==> src/rtl/ps2_uart_pkg.sv <==
// Shared types, constants and helpers for the PS2 UART router.
package ps2_uart_pkg;

    typedef enum logic [1:0] {
        INIT,
        RUN,
        PEND,
        SWITCH
    } state_t;

    // UART lines idle high; synchronisers leave reset showing "no traffic".
    localparam logic SYNC_RST_LVL = 1'b1;

    // max(1, clog2(n)): CH_W, and wide enough for any counter that holds n-1.
    function automatic int ch_width(input int n);
        return (n > 1) ? $clog2(n) : 1;
    endfunction

endpackage

==> src/rtl/ps2_uart_debounce.sv <==
// Synchroniser, debouncer and press-pulse generator for one active-low button.
module ps2_uart_debounce
    import ps2_uart_pkg::*;
#(
    parameter int DEBOUNCE_CYCLES = 65536
) (
    input  logic clk,
    input  logic rst_n,
    input  logic din,
    output logic press
);

    localparam int               CNT_W   = ch_width(DEBOUNCE_CYCLES);
    localparam logic [CNT_W-1:0] CNT_MAX = CNT_W'(DEBOUNCE_CYCLES - 1);

    logic             meta;
    logic             synced;
    logic             level;
    logic             level_d;
    logic [CNT_W-1:0] cnt;

    // NOTE: sequential state uses non-blocking (<=) so every flop samples pre-edge values.
    always_ff @(posedge clk or negedge rst_n) begin
        if (!rst_n) begin
            meta   <= SYNC_RST_LVL;
            synced <= SYNC_RST_LVL;
        end else begin
            meta   <= din;
            synced <= meta;
        end
    end

    // The level flips only after DEBOUNCE_CYCLES consecutive samples that disagree with it.
    always_ff @(posedge clk or negedge rst_n) begin
        if (!rst_n) begin
            level   <= SYNC_RST_LVL;
            level_d <= SYNC_RST_LVL;
            cnt     <= '0;
        end else begin
            level_d <= level;
            if (synced == level) begin
                cnt <= '0;
            end else if (cnt == CNT_MAX) begin
                level <= synced;
                cnt   <= '0;
            end else begin
                cnt <= cnt + 1'b1;
            end
        end
    end

    assign press = level_d & ~level;

endmodule

==> src/rtl/ps2_uart_mux.sv <==
// Button-selected UART router between the FT2232 channel B and up to eight PS2 target UARTs.
// Optional activity LED stretcher enabled with `define PS2_UART_ACT_LED_EN.
module ps2_uart_mux
    import ps2_uart_pkg::*;
#(
    parameter int  CHANNELS        = 2,
    parameter int  DEBOUNCE_CYCLES = 65536,
    parameter int  IDLE_CYCLES     = 1024,
    parameter int  DEFAULT_CH      = 0,
    parameter int  ACT_STRETCH     = 2097152,
    localparam int CH_W            = ch_width(CHANNELS)
) (
    input  logic                CLK,
    input  logic                nRST,
    input  logic                FT_TXD,
    output logic                FT_RXD,
    input  logic [CHANNELS-1:0] TGT_TXD,
    output logic [CHANNELS-1:0] TGT_RXD,
    output logic [CHANNELS-1:0] TGT_RXD_OE,
    input  logic                SEL_BTN_n,
    input  logic                TESTMODE_BTN_n,
    output logic                TESTMODE_OE,
    output logic [CH_W-1:0]     CH_LED,
    output logic                ACT_LED
);

    localparam int                SYNC_W   = CHANNELS + 2;
    localparam int                IDLE_W   = ch_width(IDLE_CYCLES);
    localparam logic [IDLE_W-1:0] IDLE_MAX = IDLE_W'(IDLE_CYCLES - 1);
    localparam logic [CH_W-1:0]   LAST_CH  = CH_W'(CHANNELS - 1);

    if (CHANNELS < 2 || CHANNELS > 8 || DEFAULT_CH < 0 || DEFAULT_CH >= CHANNELS ||
        DEBOUNCE_CYCLES < 1 || IDLE_CYCLES < 1 || ACT_STRETCH < 1) begin : g_bad_params
        $error("ps2_uart_mux: parameter out of range");
    end

    state_t                state;
    state_t                state_next;
    logic [SYNC_W-1:0]     sync_meta;
    logic [SYNC_W-1:0]     sync_q;
    logic [CHANNELS-1:0]   tgt_sync;
    logic                  ft_sync;
    logic                  tm_sync;
    logic                  press;
    logic [CH_W-1:0]       sel;
    logic [IDLE_W-1:0]     idle_cnt;
    logic                  lines_idle;
    logic                  fwd_en;
    logic                  advance;
    logic [CHANNELS-1:0]   oe_next;

    always_ff @(posedge CLK or negedge nRST) begin
        if (!nRST) begin
            sync_meta <= {SYNC_W{SYNC_RST_LVL}};
            sync_q    <= {SYNC_W{SYNC_RST_LVL}};
        end else begin
            sync_meta <= {TESTMODE_BTN_n, FT_TXD, TGT_TXD};
            sync_q    <= sync_meta;
        end
    end

    assign tgt_sync    = sync_q[CHANNELS-1:0];
    assign ft_sync     = sync_q[CHANNELS];
    assign tm_sync     = sync_q[CHANNELS+1];
    assign TESTMODE_OE = ~tm_sync;
    assign lines_idle  = ft_sync & tgt_sync[sel];

    ps2_uart_debounce #(
        .DEBOUNCE_CYCLES(DEBOUNCE_CYCLES)
    ) u_sel_debounce (
        .clk  (CLK),
        .rst_n(nRST),
        .din  (SEL_BTN_n),
        .press(press)
    );

    always_ff @(posedge CLK or negedge nRST) begin
        if (!nRST) begin
            state <= INIT;
        end else begin
            state <= state_next;
        end
    end

    // Presses seen outside RUN fall through unhandled, so they are dropped rather than queued.
    always_comb begin
        state_next = state;
        unique case (state)
            INIT:    state_next = RUN;
            RUN:     if (press) state_next = PEND;
            PEND:    if (idle_cnt == IDLE_MAX) state_next = SWITCH;
            SWITCH:  state_next = RUN;
            default: state_next = INIT;
        endcase
    end

    // NOTE: every always_comb output gets a default first, so no path can infer a latch.
    always_comb begin
        fwd_en  = 1'b0;
        advance = 1'b0;
        oe_next = '0;
        unique case (state)
            RUN, PEND: fwd_en  = 1'b1;
            SWITCH:    advance = 1'b1;
            default:   fwd_en  = 1'b0;
        endcase
        if (fwd_en) oe_next[sel] = 1'b1;
    end

    // Counts consecutive cycles with both directions idle; any low bit restarts the wait.
    always_ff @(posedge CLK or negedge nRST) begin
        if (!nRST) begin
            idle_cnt <= '0;
        end else if (state != PEND || !lines_idle) begin
            idle_cnt <= '0;
        end else if (idle_cnt != IDLE_MAX) begin
            idle_cnt <= idle_cnt + 1'b1;
        end
    end

    always_ff @(posedge CLK or negedge nRST) begin
        if (!nRST) begin
            sel <= CH_W'(DEFAULT_CH);
        end else if (advance) begin
            sel <= (sel == LAST_CH) ? '0 : sel + 1'b1;
        end
    end

    // Output register: OE lags the state by one cycle, giving the single all-off gap on a switch.
    always_ff @(posedge CLK or negedge nRST) begin
        if (!nRST) begin
            FT_RXD     <= 1'b1;
            TGT_RXD    <= '1;
            TGT_RXD_OE <= '0;
            CH_LED     <= CH_W'(DEFAULT_CH);
        end else begin
            FT_RXD     <= fwd_en ? tgt_sync[sel] : 1'b1;
            TGT_RXD    <= {CHANNELS{ft_sync}};
            TGT_RXD_OE <= oe_next;
            CH_LED     <= sel;
        end
    end

`ifdef PS2_UART_ACT_LED_EN
    localparam int               ACT_W   = ch_width(ACT_STRETCH);
    localparam logic [ACT_W-1:0] ACT_MAX = ACT_W'(ACT_STRETCH - 1);

    logic [ACT_W-1:0] act_cnt;
    logic             ft_prev;
    logic             tgt_prev;

    always_ff @(posedge CLK or negedge nRST) begin
        if (!nRST) begin
            act_cnt  <= '0;
            ft_prev  <= SYNC_RST_LVL;
            tgt_prev <= SYNC_RST_LVL;
        end else begin
            ft_prev  <= ft_sync;
            tgt_prev <= tgt_sync[sel];
            if (ft_sync != ft_prev || tgt_sync[sel] != tgt_prev) begin
                act_cnt <= ACT_MAX;
            end else if (act_cnt != '0) begin
                act_cnt <= act_cnt - 1'b1;
            end
        end
    end

    assign ACT_LED = (act_cnt != '0);
`else
    assign ACT_LED = 1'b0;
`endif

endmodule

==> config.mk <==
export PLATFORM = sky130hd
export DESIGN_NAME = ps2_uart_mux
export DESIGN_NICKNAME = d
export VERILOG_FILES = /design/src/rtl/ps2_uart_pkg.sv /design/src/rtl/ps2_uart_debounce.sv /design/src/rtl/ps2_uart_mux.sv
export SDC_FILE = /design/constraint.sdc
export NUM_CORES = 1
export LEC_CHECK = 0
export CORE_MARGIN = 1
export CORE_UTILIZATION = 39
export CTS_BUF_LIST = sky130_fd_sc_hd__clkbuf_16
export DETAILED_ROUTE_END_ITERATION = 10
export GPL_TIMING_DRIVEN = 0
export RECOVER_POWER = 25
export SLEW_MARGIN = 0
export SYNTH_ARGS = -nofsm -noshare
export SYNTH_HDL_FRONTEND = slang
export SYNTH_SLANG_ARGS = --single-unit
==> constraint.sdc <==
create_clock -name CLK -period 3.5 [get_ports CLK]
set_clock_uncertainty 0.1 [all_clocks]
set_input_delay 0.7 -clock CLK [delete_from_list [all_inputs] [get_ports CLK]]
set_output_delay 0.7 -clock CLK [all_outputs]
set_load 0.03 [all_outputs]
Yosys cells after proc, flatten, opt, wreduce, memory -nomap -nowiden
Index checks and enable logic that the tools add are counted.
{ "totals": {"regBits": 46, "in_bits": 7, "word_cells": 59} }
{ "classes": {"n_addsub": 3, "order_cmp": 2, "n_eq_ne": 10, "n_mux": 16, "bitwise_logic": 5, "reduce_logical": 9} }
{ "op_table": {"columns": ["operator", "count"], "rows": [
  ["2-to-1 mux 16 bit", 2],
  ["2-to-1 mux 10 bit", 2],
  ["adder 16 x 1 -> 16 bit, second input constant", 1],
  ["== test 16 bit, second input constant", 1],
  ["adder 10 x 1 -> 10 bit, second input constant", 1],
  ["== test 10 bit, second input constant", 1],
  ["!= test 10 bit, second input constant", 1],
  ["2-to-1 mux 1 bit", 7],
  ["2-to-1 mux 2 bit", 3],
  ["!= test 2 bit, second input constant", 3],
  ["case mux 2 bit (3 select lines)", 1],
  ["== test 2 bit, second input constant", 2],
  ["AND reduction 2 bit", 2],
  ["OR reduction 2 bit", 2],
  ["NOT 1 bit", 3],
  ["bitwise AND 1 bit", 2],
  ["== test 2 x 1 -> 1 bit, second input constant", 1],
  ["logical NOT 2 bit", 1],
  ["less-than comparator 1 x 2 -> 1 bit, second input constant", 1],
  ["nonzero test 2 bit", 1],
  ["adder 1 bit, second input constant", 1],
  ["demux 1 bit (select 1 bit)", 1],
  ["== test 1 bit", 1],
  ["greater-or-equal comparator 1 bit, second input constant", 1],
  ["other kinds (3)", 3]
]} }

Logic depth before layout (Yosys ltp)
Gate-level depths: netlist of the first run.
{ "logic_depth": {"ltp_word": 6, "ltp_mapped": 6, "depth_no_buf": 5} }

Cells and area by module
From an unflattened synthesis of the first run, not the netlist that was laid out.
{ "hier_totals": {"hier_cells": 184, "area_unflattened_um2": 2068.2} }
{ "by_module_without_submodules": {"columns": ["mod", "n_inst", "cells_per_inst", "area_each_um2"], "rows": [
  ["ps2_uart_mux", 1, 97, 1161.1],
  ["ps2_uart_debounce", 1, 87, 907.1]
]} }

Least setup slack after synthesis of the first run
Ideal clock, no wire load.
{ "synth_timing": {"kind": "register to register", "from": "register u_sel_debounce.cnt[0]", "to": "register u_sel_debounce.cnt[10]", "arrival_ps": 1554, "setup_slack_ps": 1728, "stages_incl_launch_ff": 7, "path_buffers": 1, "synth_period_minus_slack_ps": 1772, "path_cell_list": "dfrtp_1 -> ha_1 -> nand4_2 -> or4_4 -> nand2b_2 -> buf_6 -> nor2_1"} }
{ "synth_between": {"elab_chain_len": 3} }
{ "synth_rtl": {"columns": ["item", "line_no", "text"], "rows": [
  ["start: declaration", "ps2_uart_debounce.sv:20", "logic [CNT_W-1:0] cnt;"],
  ["start signal: assignment", "ps2_uart_debounce.sv:47", "cnt <= cnt + 1'b1;"],
  ["adder 16 x 1 -> 16 bit or == test 16 bit (tied branches)", "ps2_uart_debounce.sv:47, ps2_uart_debounce.sv:43", null],
  ["2-to-1 mux 16 bit (*)", "ps2_uart_debounce.sv:43", "end else if (cnt == CNT_MAX) begin"],
  ["2-to-1 mux 16 bit (*)", "ps2_uart_debounce.sv:41", "if (synced == level) begin"]
]} }
Mark *: on every way between the ends. The rest lies on a longest branch, timed or not.
A chain may end at the register's enable or synchronous reset.

Worst setup path in the final report of the first run
{ "layout_timing": {"from": "register TGT_RXD[0] (netlist name)", "to": "output port TGT_RXD[1]"} }
{ "layout_rtl": {"columns": ["item", "line_no", "text"], "rows": [
  ["end: declaration", "ps2_uart_mux.sv:18", "output logic [CHANNELS-1:0] TGT_RXD,"]
]} }
No word-level cell between the ends.

==> results of run 1 <==
-- per-layer routing --
layer  vias up  track usage  routed length [um]
li1        643            -                   -
met1       648        0.177                1440
met2        28        0.264                1840
met3         6       0.0494                 120
met4         0       0.0577                  59
met5         -            0                   0
-- power breakdown --
group	total [uW]	internal, uW	switching, uW
clock network	492	305	187
registers	552	547	4.53
logic	44.9	18.6	26.3
-- sequential cells by signal, indices dropped and copies added, names as in the netlist --
signal                  cells
sel                         1
u_sel_debounce.synced       1
u_sel_debounce.level        1
u_sel_debounce.cnt         16
TGT_RXD_OE                  2
u_sel_debounce.meta         1
idle_cnt                   10
sync_q                      4
state                       2
sync_meta                   4
TGT_RXD                     1
FT_RXD                      1
u_sel_debounce.level_d      1
CH_LED                      1
-- final timing paths --
check	endpoint	slack [ns]	cells after the start
setup reg to reg	state[0]	1.55	5
hold reg to reg	sync_q[1]	0.25	0
setup / recovery	TGT_RXD[1]	1.14	2
min in group asynchronous	sel	0.31	1
hold / removal	sync_q[1]	0.25	0
max in group asynchronous	sync_q[3]	2.32	2
-- metrics by stage --
stage | area, um2 | total power, uW | cells | hold WS (ns)
5_1_grt | 2380 | 1130 | 265 | 0.256
3_5_place_dp | 2220 | 607 | 257 | 0.247
6_report | 2380 | 1090 | 265 | 0.250
2_1_floorplan | 1990 | 580 | 176 | 0.245
4_1_cts | 2380 | 1100 | 265 | 0.183
3_3_place_gp | 2210 | 603 | 256 | 0.247
-- synthesized netlist by cell type --
| cell | number |
|---|---|
| o2111ai_1 | 1 |
| nand2_1 | 7 |
| nand4_2 | 1 |
| xor2_1 | 8 |
| and3_1 | 3 |
| nor4_1 | 4 |
| or4_4 | 1 |
| mux2_4 | 1 |
| nand4_1 | 5 |
| and4_1 | 1 |
| nor2_1 | 26 |
| buf_4 | 2 |
| o21ai_0 | 2 |
| nand2b_2 | 1 |
| conb_1 | 1 |
| ha_1 | 6 |
| buf_2 | 1 |
| mux2_2 | 1 |
| o31ai_1 | 1 |
| dfstp_2 | 14 |
| a31oi_1 | 3 |
| nand3_1 | 9 |
| nor3_1 | 14 |
| buf_6 | 1 |
| inv_1 | 9 |
| nand4_4 | 1 |
| a21oi_1 | 2 |
| or2_2 | 1 |
| dfrtp_1 | 32 |
| nor2b_1 | 2 |
| xnor2_1 | 11 |
| a211oi_1 | 1 |
| mux2i_1 | 3 |
-- final cells by class --
type                       count  share of cell area
inverter                       9              0.0142
tap                           67              0.0352
timing repair buffer          14              0.0604
clock inverter                 2             0.00420
clock buffer                   6              0.0631
buffer                         4              0.0131
sequential                    46               0.491
multi-input combinational    117               0.319
-- kinds of logic (layout without fill, tap and decap cells) --
group	count (synthesis)	count (layout)
xor+xnor	19	19
buf+inv	13	35
mux	5	5
compound gates	10	10
fa+ha+maj	6	6
other cells	1	1
flops	46	46
simple gates	76	76
-- worst reg2reg max path: cells and delay by family, from the launching register on --
kind,cells,cell delay (ns)
and+or+nand+nor,2,0.62
DFF,1,0.39
adders and majority gates,1,0.27
AOI/OAI and AO/OA,1,0.27
muxes,1,0.17
==> impl_metrics.prom, run 1 <==
# TYPE chip_impl_metric gauge
chip_impl_metric{name="drt-vias-per-instance",unit=""} 5.00
chip_impl_metric{name="cellPowerDensity",unit="nW/um2"} 457
chip_impl_metric{name="post_synth_fa_ha_maj_area_fraction",unit=""} 0.0377
chip_impl_info{name="most_common_cell_after_layout_fill_and_taps_aside",value="dfrtp_1"} 1
chip_impl_metric{name="period_minus_slack",unit="ns"} 2.36
chip_impl_metric{name="design.final.nets",unit=""} 210
chip_impl_metric{name="vdd_drop_max",unit="mV"} 0.367
chip_impl_metric{name="drc",unit=""} 0
chip_impl_metric{name="max_slew.worst_pin.slew",unit="ns"} 0.634
chip_impl_metric{name="clk_slew_on_worst_s_h_paths",unit="ns"} 0.06
chip_impl_metric{name="sequential_to_total_area_share_from_yosys_stat",unit=""} 0.586
chip_impl_metric{name="grt_max_degree",unit=""} 38
chip_impl_metric{name="cts-buffers-inserted",unit=""} 5
chip_impl_info{name="timing.setup.critical_path_class",value="flip-flop to primary output"} 1
chip_impl_metric{name="floorplan.rows",unit=""} 25
chip_impl_info{name="synth_top_cells_by_area",value="dfrtp_1 40%, dfstp_2 18%, nor2_1 4.9%"} 1
chip_impl_metric{name="syn-instance-count",unit=""} 176
chip_impl_metric{name="ratio_of_cells_with_drive_above_1_in_the_final_layout",unit=""} 0.162
chip_impl_info{name="tritoncts",value="built"} 1
chip_impl_metric{name="wl_per_cell",unit="um"} 13.0
chip_impl_metric{name="synthDominantCellAreaShare",unit=""} 0.402
chip_impl_info{name="synth_area_leader_cell",value="dfrtp_1"} 1
chip_impl_info{name="hold_start",value="sync_meta[1]"} 1
chip_impl_metric{name="groute.usage.overall",unit=""} 0.153
chip_impl_info{name="synth_top_family_by_area",value="simple AND/OR/NAND/NOR gates"} 1
chip_impl_info{name="path_cells",value="buf_4 -> clkdlybuf4s50_1"} 1
chip_impl_info{name="worst_path_dominant_cell_family",value="buffers and inverters"} 1
chip_impl_metric{name="antenna_found_initial",unit=""} 0
chip_impl_metric{name="dieArea",unit="um2"} 5400
chip_impl_metric{name="final_util",unit=""} 0.494
chip_impl_metric{name="drt_first_iter_violations",unit=""} 47
chip_impl_info{name="clock-root-buffer",value="clkbuf_16"} 1
chip_impl_metric{name="layout_worst_path_cycle_share",unit=""} 0.674
chip_impl_metric{name="global_route_wire_length_before_repair",unit="um"} 6110
chip_impl_info{name="start_kind",value="flip-flop"} 1
chip_impl_metric{name="max_cap_violations",unit=""} 0
chip_impl_metric{name="chipHeight",unit="um"} 73.5
chip_impl_metric{name="dpl_worst_slack",unit="ns"} 1.44
chip_impl_metric{name="fillerInstances",unit=""} 463
chip_impl_metric{name="timing.critical_path.slowest_cell_delay",unit="ns"} 0.66
chip_impl_metric{name="critical_path.max_fanout",unit=""} 2
chip_impl_metric{name="coreArea",unit="um2"} 4820
chip_impl_metric{name="muxShareOfSynthArea",unit=""} 0.0282
chip_impl_metric{name="count_of_different_cell_masters_after_synthesis",unit=""} 33
chip_impl_info{name="critical_path.startpoint",value="TGT_RXD[0]"} 1
chip_impl_metric{name="synth.avg_cell_area",unit="um2"} 11.3
chip_impl_metric{name="ctsHoldBuffers",unit=""} 0
chip_impl_metric{name="critical_path_buf_inv_count",unit=""} 2
chip_impl_metric{name="multiInputGateArea",unit="um2"} 759
chip_impl_metric{name="gp_congestion",unit=""} 0.773
chip_impl_metric{name="syn_to_final_growth",unit="%"} 19.5
chip_impl_metric{name="timing.fmax",unit="MHz"} 424
chip_impl_metric{name="yosysWarningCount",unit=""} 0
chip_impl_metric{name="portBuffers",unit=""} 13
chip_impl_metric{name="worst_ep_arrival_time",unit="ns"} 1.56
chip_impl_metric{name="dp.final_hpwl",unit="um"} 2460
chip_impl_metric{name="clock_tree.htree_level_count",unit=""} 2
chip_impl_info{name="layout.cells.most_common_list",value="32 x dfrtp_1, 26 x nor2_1, 14 x nor3_1"} 1
chip_impl_info{name="timing.critical_path.slowest_stage_cell",value="clkdlybuf4s50_1"} 1
chip_impl_metric{name="setup_viol_count_final",unit=""} 0
chip_impl_metric{name="grt_overflow_total",unit=""} 0
chip_impl_metric{name="total_leakage_power",unit="uW"} 0.00103
chip_impl_metric{name="detail_route.first_pass.iterations",unit=""} 4
chip_impl_metric{name="regArea",unit="um2"} 1170
chip_impl_info{name="grt_setup_unrepaired",value="no"} 1
chip_impl_metric{name="detailroute.via_count",unit=""} 1325
chip_impl_metric{name="starting_density_of_the_core",unit=""} 0.414
chip_impl_metric{name="cts_resized",unit=""} 0
chip_impl_metric{name="synth_xor_area_frac",unit=""} 0.0835
chip_impl_info{name="cp-end-kind",value="primary output"} 1
chip_impl_metric{name="grt_pass1_vias",unit=""} 1333
chip_impl_metric{name="synth_nets",unit=""} 189
chip_impl_metric{name="finalWirelength",unit="um"} 3460
chip_impl_metric{name="layout_setup_ws",unit="ns"} 1.14
chip_impl_info{name="r2r-start",value="idle_cnt[0]"} 1
chip_impl_metric{name="antenna_violating_nets_post_route",unit=""} 0
chip_impl_metric{name="cts_setup_buffers",unit=""} 0
chip_impl_metric{name="number_of_register_bits_inferred_by_synthesis",unit=""} 46
chip_impl_metric{name="syn_area",unit="um2"} 1990
chip_impl_metric{name="simple_gate_share_of_the_synthesized_area",unit=""} 0.198
chip_impl_metric{name="cp.required",unit="ns"} 2.70
chip_impl_metric{name="clk_latency",unit="ns"} 0.28
chip_impl_info{name="min-delay-path-class",value="flip-flop to flip-flop"} 1
chip_impl_metric{name="final_max_slew_viol_count",unit=""} 0
chip_impl_metric{name="clock-sinks",unit=""} 46
chip_impl_metric{name="hold_viol_final",unit=""} 0
chip_impl_info{name="run_status",value="complete, no violations"} 1
chip_impl_metric{name="die_w",unit="um"} 73.5
chip_impl_metric{name="synth-compound-area-share",unit=""} 0.0314
chip_impl_metric{name="worst_slew_margin_rel",unit=""} 0.577
chip_impl_metric{name="number_of_top_level_pins",unit=""} 15
chip_impl_metric{name="diodes",unit=""} 0
chip_impl_metric{name="final.setup.tns",unit="ns"} 0
chip_impl_metric{name="max_buffers_root_to_sink",unit=""} 2
Power figures use the tool's default switching activity.
==> run 2, diff against run 1 <==
Clock period 3.5 ns to 2.2 ns, I/O delays scaled along.
==> impl_metrics.prom, run 2 (synthesized netlist as in run 1, its figures left out) <==
# TYPE chip_impl_metric gauge
chip_impl_info{name="run_status",value="complete, no violations"} 1
chip_impl_metric{name="setup_viol_count_final",unit=""} 0
chip_impl_metric{name="dieArea",unit="um2"} 5400
chip_impl_info{name="timing.critical_path.slowest_stage_cell",value="clkdlybuf4s50_1"} 1
chip_impl_info{name="grt_setup_unrepaired",value="no"} 1
chip_impl_metric{name="drc",unit=""} 0
chip_impl_metric{name="drt_first_iter_violations",unit=""} 50
chip_impl_metric{name="multiInputGateArea",unit="um2"} 759
chip_impl_metric{name="grt_pass1_vias",unit=""} 1333
chip_impl_metric{name="detail_route.first_pass.iterations",unit=""} 4
chip_impl_metric{name="clk_slew_on_worst_s_h_paths",unit="ns"} 0.06
chip_impl_info{name="reg_top3",value="u_sel_debounce.cnt: 16 flops, idle_cnt: 10 flops"} 1
chip_impl_info{name="tritoncts",value="built"} 1
chip_impl_metric{name="detailroute.via_count",unit=""} 1328
chip_impl_metric{name="worst_slew_margin_rel",unit=""} 0.574
chip_impl_info{name="regMostFlops",value="u_sel_debounce.cnt"} 1
chip_impl_metric{name="global_route_wire_length_before_repair",unit="um"} 6110
chip_impl_metric{name="wl_per_cell",unit="um"} 13.0
chip_impl_metric{name="vdd_drop_max",unit="mV"} 0.584
chip_impl_metric{name="dpl_worst_slack",unit="ns"} 0.225
chip_impl_metric{name="final_max_slew_viol_count",unit=""} 0
chip_impl_metric{name="max_buffers_root_to_sink",unit=""} 2
chip_impl_info{name="min-delay-path-class",value="flip-flop to flip-flop"} 1
chip_impl_metric{name="timing.fmax",unit="MHz"} 476
chip_impl_metric{name="max_slew.worst_pin.slew",unit="ns"} 0.640
chip_impl_metric{name="portBuffers",unit=""} 13
chip_impl_metric{name="critical_path.max_fanout",unit=""} 2
chip_impl_metric{name="design.final.nets",unit=""} 211
chip_impl_metric{name="antenna_found_initial",unit=""} 0
chip_impl_metric{name="antenna_violating_nets_post_route",unit=""} 0
chip_impl_metric{name="fillerInstances",unit=""} 462
chip_impl_metric{name="max_cap_violations",unit=""} 0
chip_impl_metric{name="starting_density_of_the_core",unit=""} 0.414
chip_impl_info{name="most_common_cell_after_layout_fill_and_taps_aside",value="dfrtp_1"} 1
chip_impl_metric{name="final_util",unit=""} 0.496
chip_impl_metric{name="coreArea",unit="um2"} 4820
chip_impl_metric{name="regArea",unit="um2"} 1170
chip_impl_metric{name="crit_cells",unit=""} 2
chip_impl_metric{name="min_delay_path_depth",unit=""} 0
chip_impl_metric{name="gp_congestion",unit=""} 0.773
chip_impl_info{name="layout.cells.most_common_list",value="32 x dfrtp_1, 26 x nor2_1, 14 x nor3_1"} 1
chip_impl_metric{name="finalWirelength",unit="um"} 3460
chip_impl_metric{name="cp.required",unit="ns"} 1.66
chip_impl_metric{name="groute.usage.overall",unit=""} 0.153
chip_impl_metric{name="timing.critical_path.slowest_cell_delay",unit="ns"} 0.66
chip_impl_metric{name="chipHeight",unit="um"} 73.5
chip_impl_info{name="start_kind",value="flip-flop"} 1
chip_impl_metric{name="period_minus_slack",unit="ns"} 2.10
chip_impl_metric{name="hold_viol_final",unit=""} 0
chip_impl_metric{name="largest_register_ff_count",unit=""} 16
chip_impl_metric{name="clk_latency",unit="ns"} 0.28
chip_impl_metric{name="layout_worst_path_cycle_share",unit=""} 0.954
chip_impl_metric{name="syn_to_final_growth",unit="%"} 20.0
chip_impl_metric{name="number_of_top_level_pins",unit=""} 15
chip_impl_metric{name="dp.final_hpwl",unit="um"} 2460
chip_impl_info{name="clock-root-buffer",value="clkbuf_16"} 1
chip_impl_metric{name="clock-sinks",unit=""} 46
chip_impl_info{name="path_cells",value="buf_4 -> clkdlybuf4s50_1"} 1
chip_impl_metric{name="grt_overflow_total",unit=""} 0
chip_impl_metric{name="cts-buffers-inserted",unit=""} 5
chip_impl_info{name="cp-end-kind",value="primary output"} 1
chip_impl_metric{name="total_leakage_power",unit="uW"} 0.00104
chip_impl_metric{name="final.setup.tns",unit="ns"} 0
chip_impl_metric{name="worst_ep_arrival_time",unit="ns"} 1.56
chip_impl_metric{name="diodes",unit=""} 0
chip_impl_metric{name="critical_path_buf_inv_count",unit=""} 2
chip_impl_metric{name="clock_tree.htree_level_count",unit=""} 2
chip_impl_metric{name="cts_setup_buffers",unit=""} 0
chip_impl_metric{name="rr_worst_depth",unit=""} 5
chip_impl_info{name="timing.setup.critical_path_class",value="flip-flop to primary output"} 1
chip_impl_metric{name="die_w",unit="um"} 73.5
chip_impl_metric{name="floorplan.rows",unit=""} 25
chip_impl_metric{name="grt_max_degree",unit=""} 38
chip_impl_metric{name="cellPowerDensity",unit="nW/um2"} 724
chip_impl_info{name="worst_path_dominant_cell_family",value="buffers and inverters"} 1
chip_impl_metric{name="layout_setup_ws",unit="ns"} 0.100
chip_impl_metric{name="drt-vias-per-instance",unit=""} 4.99
chip_impl_metric{name="ratio_of_cells_with_drive_above_1_in_the_final_layout",unit=""} 0.161
run 2: cell count changes in the layout (fill, tap and decap cells not counted), sizes merged:
cell | before | now
dlygate4sd3 | 0 | 6
clkdlybuf4s50 | 12 | 7
run 2: final cells by class:
type | instances | share of cell area
Clock inverter | 2 | 0.00419
Multi-Input combinational cell | 117 | 0.318
Sequential cell | 46 | 0.489
Clock buffer | 6 | 0.0628
Tap cell | 67 | 0.0351
Buffer | 4 | 0.0131
Timing Repair Buffer | 15 | 0.0644
Inverter | 9 | 0.0141
run 2: timing repair:
item                                   4_1_cts  5_1_grt
hold buffers                                 1        0
resized for setup                            0        0
endpoints found under the hold margin        9        0
run 2: per-stage QoR:
step	instance area [um2]	hold WS, ns	std cells	power, uW
final	2390	0.249	266	1730
after detailed placement	2220	0.228	257	966
after global placement	2210	0.247	256	960
after global routing	2390	0.256	266	1800
after CTS	2390	0.253	266	1760
after floorplan	1990	0.0444	176	923
run 2: path summary, 6_finish.rpt:
kind                                   start         end  slack, ns
worst max-delay path              TGT_RXD[0]  TGT_RXD[1]       0.10
worst min-delay path            sync_meta[1]   sync_q[1]       0.25
min in group asynchronous               nRST         sel       0.59
worst min register to register  sync_meta[1]   sync_q[1]       0.25
worst max register to register   idle_cnt[0]    state[0]       0.25
max in group asynchronous               nRST   sync_q[3]       0.73
run 2: report_power, final:
group,total (uW),switching [uW],internal (uW),leakage (uW)
Sequential,877,7.20,870,0.000581
Clock,782,297,485,0.0000818
Combinational,71.1,42.1,29.0,0.000373
Total,1730,347,1380,0.00104
run 2: layer usage:
metal | part of all wire | track usage
met5 | 0 | 0
met4 | 0.017 | 0.0577
met3 | 0.034 | 0.0494
met2 | 0.53 | 0.264
met1 | 0.41 | 0.177
run 2: worst register-to-register path, delay by kind of cell, from the launching register on:
family                     cells  cell delay, ns
and+or+nand+nor                2            0.62
adders and majority gates      1            0.27
muxes                          1            0.17
DFF                            1            0.39
AOI/OAI and AO/OA              1            0.27
